[src/rtl/mul_seq_ctrl.sv]
// mul_seq_ctrl: sequential shift-and-add multiplier controller.
// It drives one external 16-bit adder (add_a/add_b -> add_sum) and issues one
// partial-product addition per RUN cycle to form an unsigned OP_W x OP_W product.
// Operands are taken through a start/in_ready handshake, and the product is
// returned through a result_valid/result_ready handshake.
// Optional build macro MUL_EARLY_TERM_EN: when it is defined, RUN also ends as
// soon as no set multiplier bits remain. The product is the same in both builds;
// only the latency changes.
module mul_seq_ctrl #(
   parameter int OP_W = 8
) (
   input  logic            clk,
   input  logic            rst_n,
   input  logic            start,
   input  logic [OP_W-1:0] multiplicand,
   input  logic [OP_W-1:0] multiplier,
   output logic            in_ready,
   output logic            busy,
   output logic            result_valid,
   input  logic            result_ready,
   output logic [15:0]     product,
   output logic [15:0]     add_a,
   output logic [15:0]     add_b,
   input  logic [15:0]     add_sum
);

   typedef enum logic [1:0] {
      IDLE = 2'd0,
      RUN  = 2'd1,
      DONE = 2'd2
   } state_t;

   state_t            r_state;
   state_t            w_nextState;
   logic [15:0]       r_acc;
   logic [15:0]       r_mcandSh;
   logic [OP_W-1:0]   r_mplierSh;
   logic [3:0]        r_count;
   logic              w_lastStep;

   // Decide whether the current RUN cycle performs the final partial-product addition.
   always_comb begin
      w_lastStep = (r_count == 4'(OP_W - 1));
`ifdef MUL_EARLY_TERM_EN
      if ((r_mplierSh >> 1) == '0) begin
         w_lastStep = 1'b1;
      end
`endif
   end

   // State register with synchronous active-low reset.
   always_ff @(posedge clk) begin
      if (!rst_n) begin
         r_state <= IDLE;
      end else begin
         r_state <= w_nextState;
      end
   end

   // Next-state logic. In DONE, result_ready has priority, so start is never accepted there.
   always_comb begin
      w_nextState = r_state;
      case (r_state)
         IDLE:    if (start) w_nextState = RUN;
         RUN:     if (w_lastStep) w_nextState = DONE;
         DONE:    if (result_ready) w_nextState = IDLE;
         default: w_nextState = IDLE;
      endcase
   end

   // Handshake and adder outputs depend only on registered state, with no path from start or result_ready.
   always_comb begin
      in_ready     = (r_state == IDLE);
      busy         = (r_state == RUN);
      result_valid = (r_state == DONE);
      product      = r_acc;
      add_a        = 16'h0;
      add_b        = 16'h0;
      if (r_state == RUN) begin
         add_a = r_acc;
         add_b = r_mplierSh[0] ? r_mcandSh : 16'h0;
      end
   end

   // Datapath: load the operands on accept, then accumulate and shift once per RUN cycle.
   always_ff @(posedge clk) begin
      if (!rst_n) begin
         r_acc      <= 16'h0;
         r_mcandSh  <= 16'h0;
         r_mplierSh <= '0;
         r_count    <= 4'h0;
      end else begin
         case (r_state)
            IDLE: begin
               if (start) begin
                  r_acc      <= 16'h0;
                  r_mcandSh  <= {{(16 - OP_W){1'b0}}, multiplicand};
                  r_mplierSh <= multiplier;
                  r_count    <= 4'h0;
               end
            end
            RUN: begin
               r_acc      <= add_sum;
               r_mcandSh  <= r_mcandSh << 1;
               r_mplierSh <= r_mplierSh >> 1;
               r_count    <= r_count + 4'h1;
            end
            default: begin
            end
         endcase
      end
   end

endmodule

[config.mk]
export PLATFORM = sky130hd
export DESIGN_NAME = mul_seq_ctrl
export DESIGN_NICKNAME = d
export VERILOG_FILES = /design/src/rtl/mul_seq_ctrl.sv
export SDC_FILE = /design/constraint.sdc
export NUM_CORES = 1
export LEC_CHECK = 0
export ABC_AREA = 1
export CAP_MARGIN = 40
export CORE_MARGIN = 2
export CORE_UTILIZATION = 40
export CTS_CLUSTER_SIZE = 12
export DETAILED_ROUTE_END_ITERATION = 10
export PLACE_DENSITY = 0.77
export SYNTH_ARGS = -nofsm -noshare
export SYNTH_HDL_FRONTEND = slang
export SYNTH_SLANG_ARGS = --single-unit
[constraint.sdc]
create_clock -name clk -period 2.45 [get_ports clk]
set_input_delay 0.245 -clock clk [delete_from_list [all_inputs] [get_ports clk]]
set_output_delay 0.245 -clock clk [all_outputs]
set_load 0.1 [all_outputs]
Word-level counts from Yosys, hierarchy flattened
Index checks and enable logic that the tools add are counted.

operators by class
  add/subtract/negate cells = 1
  multipliers = 0
  divide/modulo/power cells = 0
  magnitude comparators = 0
  equal/unequal tests = 6
  shift-type cells = 0
  muxes and demuxes = 15
  bitwise gates (word level) = 0
  reductions and logical operators = 4

operators with widths
  operator                                             number
  2-to-1 mux 16 bit                                    5
  one-hot mux 16 bit (2 select lines)                  2
  one-hot mux 8 bit (2 select lines)                   1
  2-to-1 mux 8 bit                                     1
  one-hot mux 4 bit (2 select lines)                   1
  2-to-1 mux 2 bit                                     3
  one-hot mux 2 bit (3 select lines)                   1
  adder 4 x 1 -> 4 bit, second input constant          1
  equality test 4 x 3 -> 1 bit, second input constant  1
  2-to-1 mux 4 bit                                     1
  != test 2 x 1 -> 1 bit, second input constant        2
  AND reduction 3 bit                                  1
  equality test 2 x 1 -> 1 bit, second input constant  1
  equality test 2 bit, second input constant           1
  logical NOT 2 bit                                    1
  != test 2 bit, second input constant                 1
  AND reduction 2 bit                                  1
  nonzero test 2 bit                                   1

storage, ports and cells
  register bits after elaboration = 46
  latch bits = 0
  memory bits (writable) = 0
  memory bits (read-only) = 0
  input bits = 36
  output and inout port bits = 51
  logic and storage cells = 31
  memories = 0

Longest topological paths before layout
  depth after elaboration = 3
  mapped depth = 7

Worst setup path after synthesis
No wires, ideal clock.

  kind = register -> output
  from = register r_state[0]
  to = output port add_b[2]
  data arrival time = 2737 ps
  required time = 2205 ps
  path slack = -532 ps
  stages on the path, launching flop included = 4
  buffers on the path = 1
  cell sequence = dfxtp_1 -> nand2_4 -> buf_2 -> nor3_1

between the ends
  word-level cells in the longest chain between the ends = 2

ends and longest elaborated chain
  what                          RTL line  text
  start: declaration            33        state_t r_state;
  start signal: assignment      56        r_state <= w_nextState;
  equality test 2 x 1 -> 1 bit  79        if (r_state == RUN) begin
  2-to-1 mux 16 bit             79
  end: declaration              23        output logic [15:0] add_b,

Every way passes these cells.

Worst setup path after layout
  from = register r_state[0]
  to = output port add_b[3]

The elaborated chain is that of the path after synthesis.

==> impl_metrics.toml <==
[run_status]
outcome = "completed"

[layout]
utilization_pct = 62.67
fin_area_sq_um = 3201
drive_gt1_share_pct = 20.60
syn2layout_area_growth_pct = 51.99
nFillCells = 460
diodes = 0
nets = 434

[worst_setup_path]
path_class = "reg -> out"
arrival_ns = 1.87
worstSetupEndpointType = "output port"
crit_start = "r_state[0]"
startpoint_type = "register"
worstPathRequired_ns = 2.20
cp_max_fo = 22
crit-reg2reg-launch = "r_state[1]"

[power_and_ir_drop]
power_mw = 2.051
leakagePower_nw = 1.348
vdd_drop_max_uv = 423.5
p_per_area_nw_per_um2 = 640.9

[detailed_routing]
wirelength_mm = 5.561
wire_per_inst_um = 11.88
drt-vias-per-instance = 4.754
drt_iter0_drc = 136
vias = 2225
drt-pass1-iter-count = 4
ant_nets = 0
drc = 0

[placement]
dpl_cell_area_sq_um = 3058
gp_congestion = 0.8008
dp_hpwl_mm = 3.972
numPortBuffers = 86

[timing]
hold_viol = 0
rsz0062_at_grt = "false"
slew-limit-headroom_pct = 67.36
fin_crit_ns = 2.113
tightest_slew_ns = 0.4885
timing.fmax_mhz = 473.2
setup_viol = 0
drv_slew = 0
clock_skew_ns = 0.004315
min_period_over_period_pct = 86.26

[synthesis]
netlist_area_sq_um = 2106
ys_top_cells_by_area = "dfxtp_1 44%, nand2_1 16%, nor2_1 8.6%"
synth_largest_area_cell = "dfxtp_1"
yosysWarnings = 0
syn_nets = 355
avgSynthCellArea_sq_um = 6.622
synth_seq_cells = 46
syn-instance-count = 318
seq_area_frac_synth_pct = 43.73
synth_top_area_share_pct = 43.73
ys_types = 20

[global_route]
overflow = 0
grt_max_degree = 35
gr-usage-all-layers_pct = 19.63
grt_pass1_wl_mm = 9.466
first_global_vias = 2074
antenna_found_initial = 0

[cts]
htreeDepth = 2
cts_tree = "built"
cts_root_buf = "clkbuf_8"
postCtsHoldBufs = 0
ctsResizeCount = 0
clk_pin_slew_worst_paths_ns = 0.09
clock_sinks = 46
post_cts_buffers = 0
numCtsBuffers = 5
clock_latency_ns = 0.29
cts.path.max_buffers = 2

[min_path]
hp-class = "reg -> reg"
holdCritStartpoint = "r_mcandSh[9]"

[floorplan]
die_w_um = 76.56
core_sq_um = 5107
initial_core_util_pct = 41.23
die_y_um = 76.56
ios = 87
placementRows = 26
die_area_sq_um = 5861

[run]
drv_cap = 0
-- area by class of cell --
class	count	area [sq um]	area share (%)
Multi-Input combinational cell	216	964.7	30.14
Clock buffer	6	82.58	2.580
Clock inverter	2	60.06	1.876
Timing Repair Buffer	91	945.9	29.55
Inverter	37	138.9	4.339
Tap cell	70	87.58	2.737
Sequential cell	46	920.9	28.77
-- logic make-up after synthesis --
kind of cell             share of synthesized area (%)
buffers and inverters                            11.65
AND/OR/NAND/NOR                                  34.76
AO/OA/AOI/OAI                                    9.269
adder cells (fa/ha/maj)                         0.5941
flip-flops                                       43.73
-- per-stage QoR --
step / setup WS (ns) / instances / hold WS (ns) / setup TNS [ns]
2_1_floorplan: -0.5319 / 318 / 0.3834 / -1.812
3_3_place_gp: 0.6730 / 460 / 0.4493 / 0
3_5_place_dp: 0.6764 / 460 / 0.4549 / 0
4_1_cts: 0.3270 / 468 / 0.4680 / 0
5_1_grt: 0.2282 / 468 / 0.4872 / 0
6_report: 0.3367 / 468 / 0.4688 / 0
-- final timing paths --
path,to,slack [ns],depth (start not counted)
min,r_mcandSh[9],0.47,2
max reg2reg,product[7],0.74,6
max,add_b[3],0.34,5
min reg2reg,r_mcandSh[9],0.47,2
-- critical path, cell delays in order (launching register included) --
cell and delay (ns):
dfxtp_1 0.48, inv_2 0.07, nor2_4 0.39, nand2_1 0.19, nor2_1 0.23, buf_12 0.21
-- cell usage after synthesis --
master and count:
nor2_1 48, nand3_1 33, nand2_4 2, dfxtp_1 46
buf_1 3, clkbuf_1 3, a21oi_1 32, nor3_1 2
o21ai_1 2, inv_2 3, nand2_1 88, ha_1 1
buf_4 5, o21ai_0 5, buf_2 7, nand2_2 1
nor2_2 1, inv_1 34, buf_6 1, nor2_4 1
-- routing by layer --
metal / up-vias / global-route usage [%] / part of all wire (%)
li1: 1135 / - / -
met1: 990 / 24.65 / 43
met2: 94 / 34.60 / 48
met3: 6 / 3.910 / 7.3
met4: 0 / 4.545 / 1.1
met5: - / 0 / 0
-- placed cells by master (no fill, tap or decap), types with 6 or more instances in the layout --
cell             count
nor2_1              38
a21oi_1             32
buf_12              14
nor2_2              11
clkbuf_8             6
clkdlybuf4s50_1     35
inv_1               34
buf_4               42
nand3_1             33
nand2_1             88
dfxtp_1             46
-- state kept, by name (all words and copies together) (netlist names) --
register,flops
product,16
r_count,4
r_mcandSh,16
r_mplierSh,8
r_state,2
-- where the power goes --
group | internal (mW) | switching [mW] | total, mW | leakage (nW)
combinational | 0.155 | 0.384 | 0.539 | 0.901
clock | 0.435 | 0.254 | 0.689 | 0.0714
sequential | 0.791 | 0.0321 | 0.824 | 0.375
total | 1.38 | 0.670 | 2.05 | 1.35
Note: power is estimated with default switching activity, not from simulation.
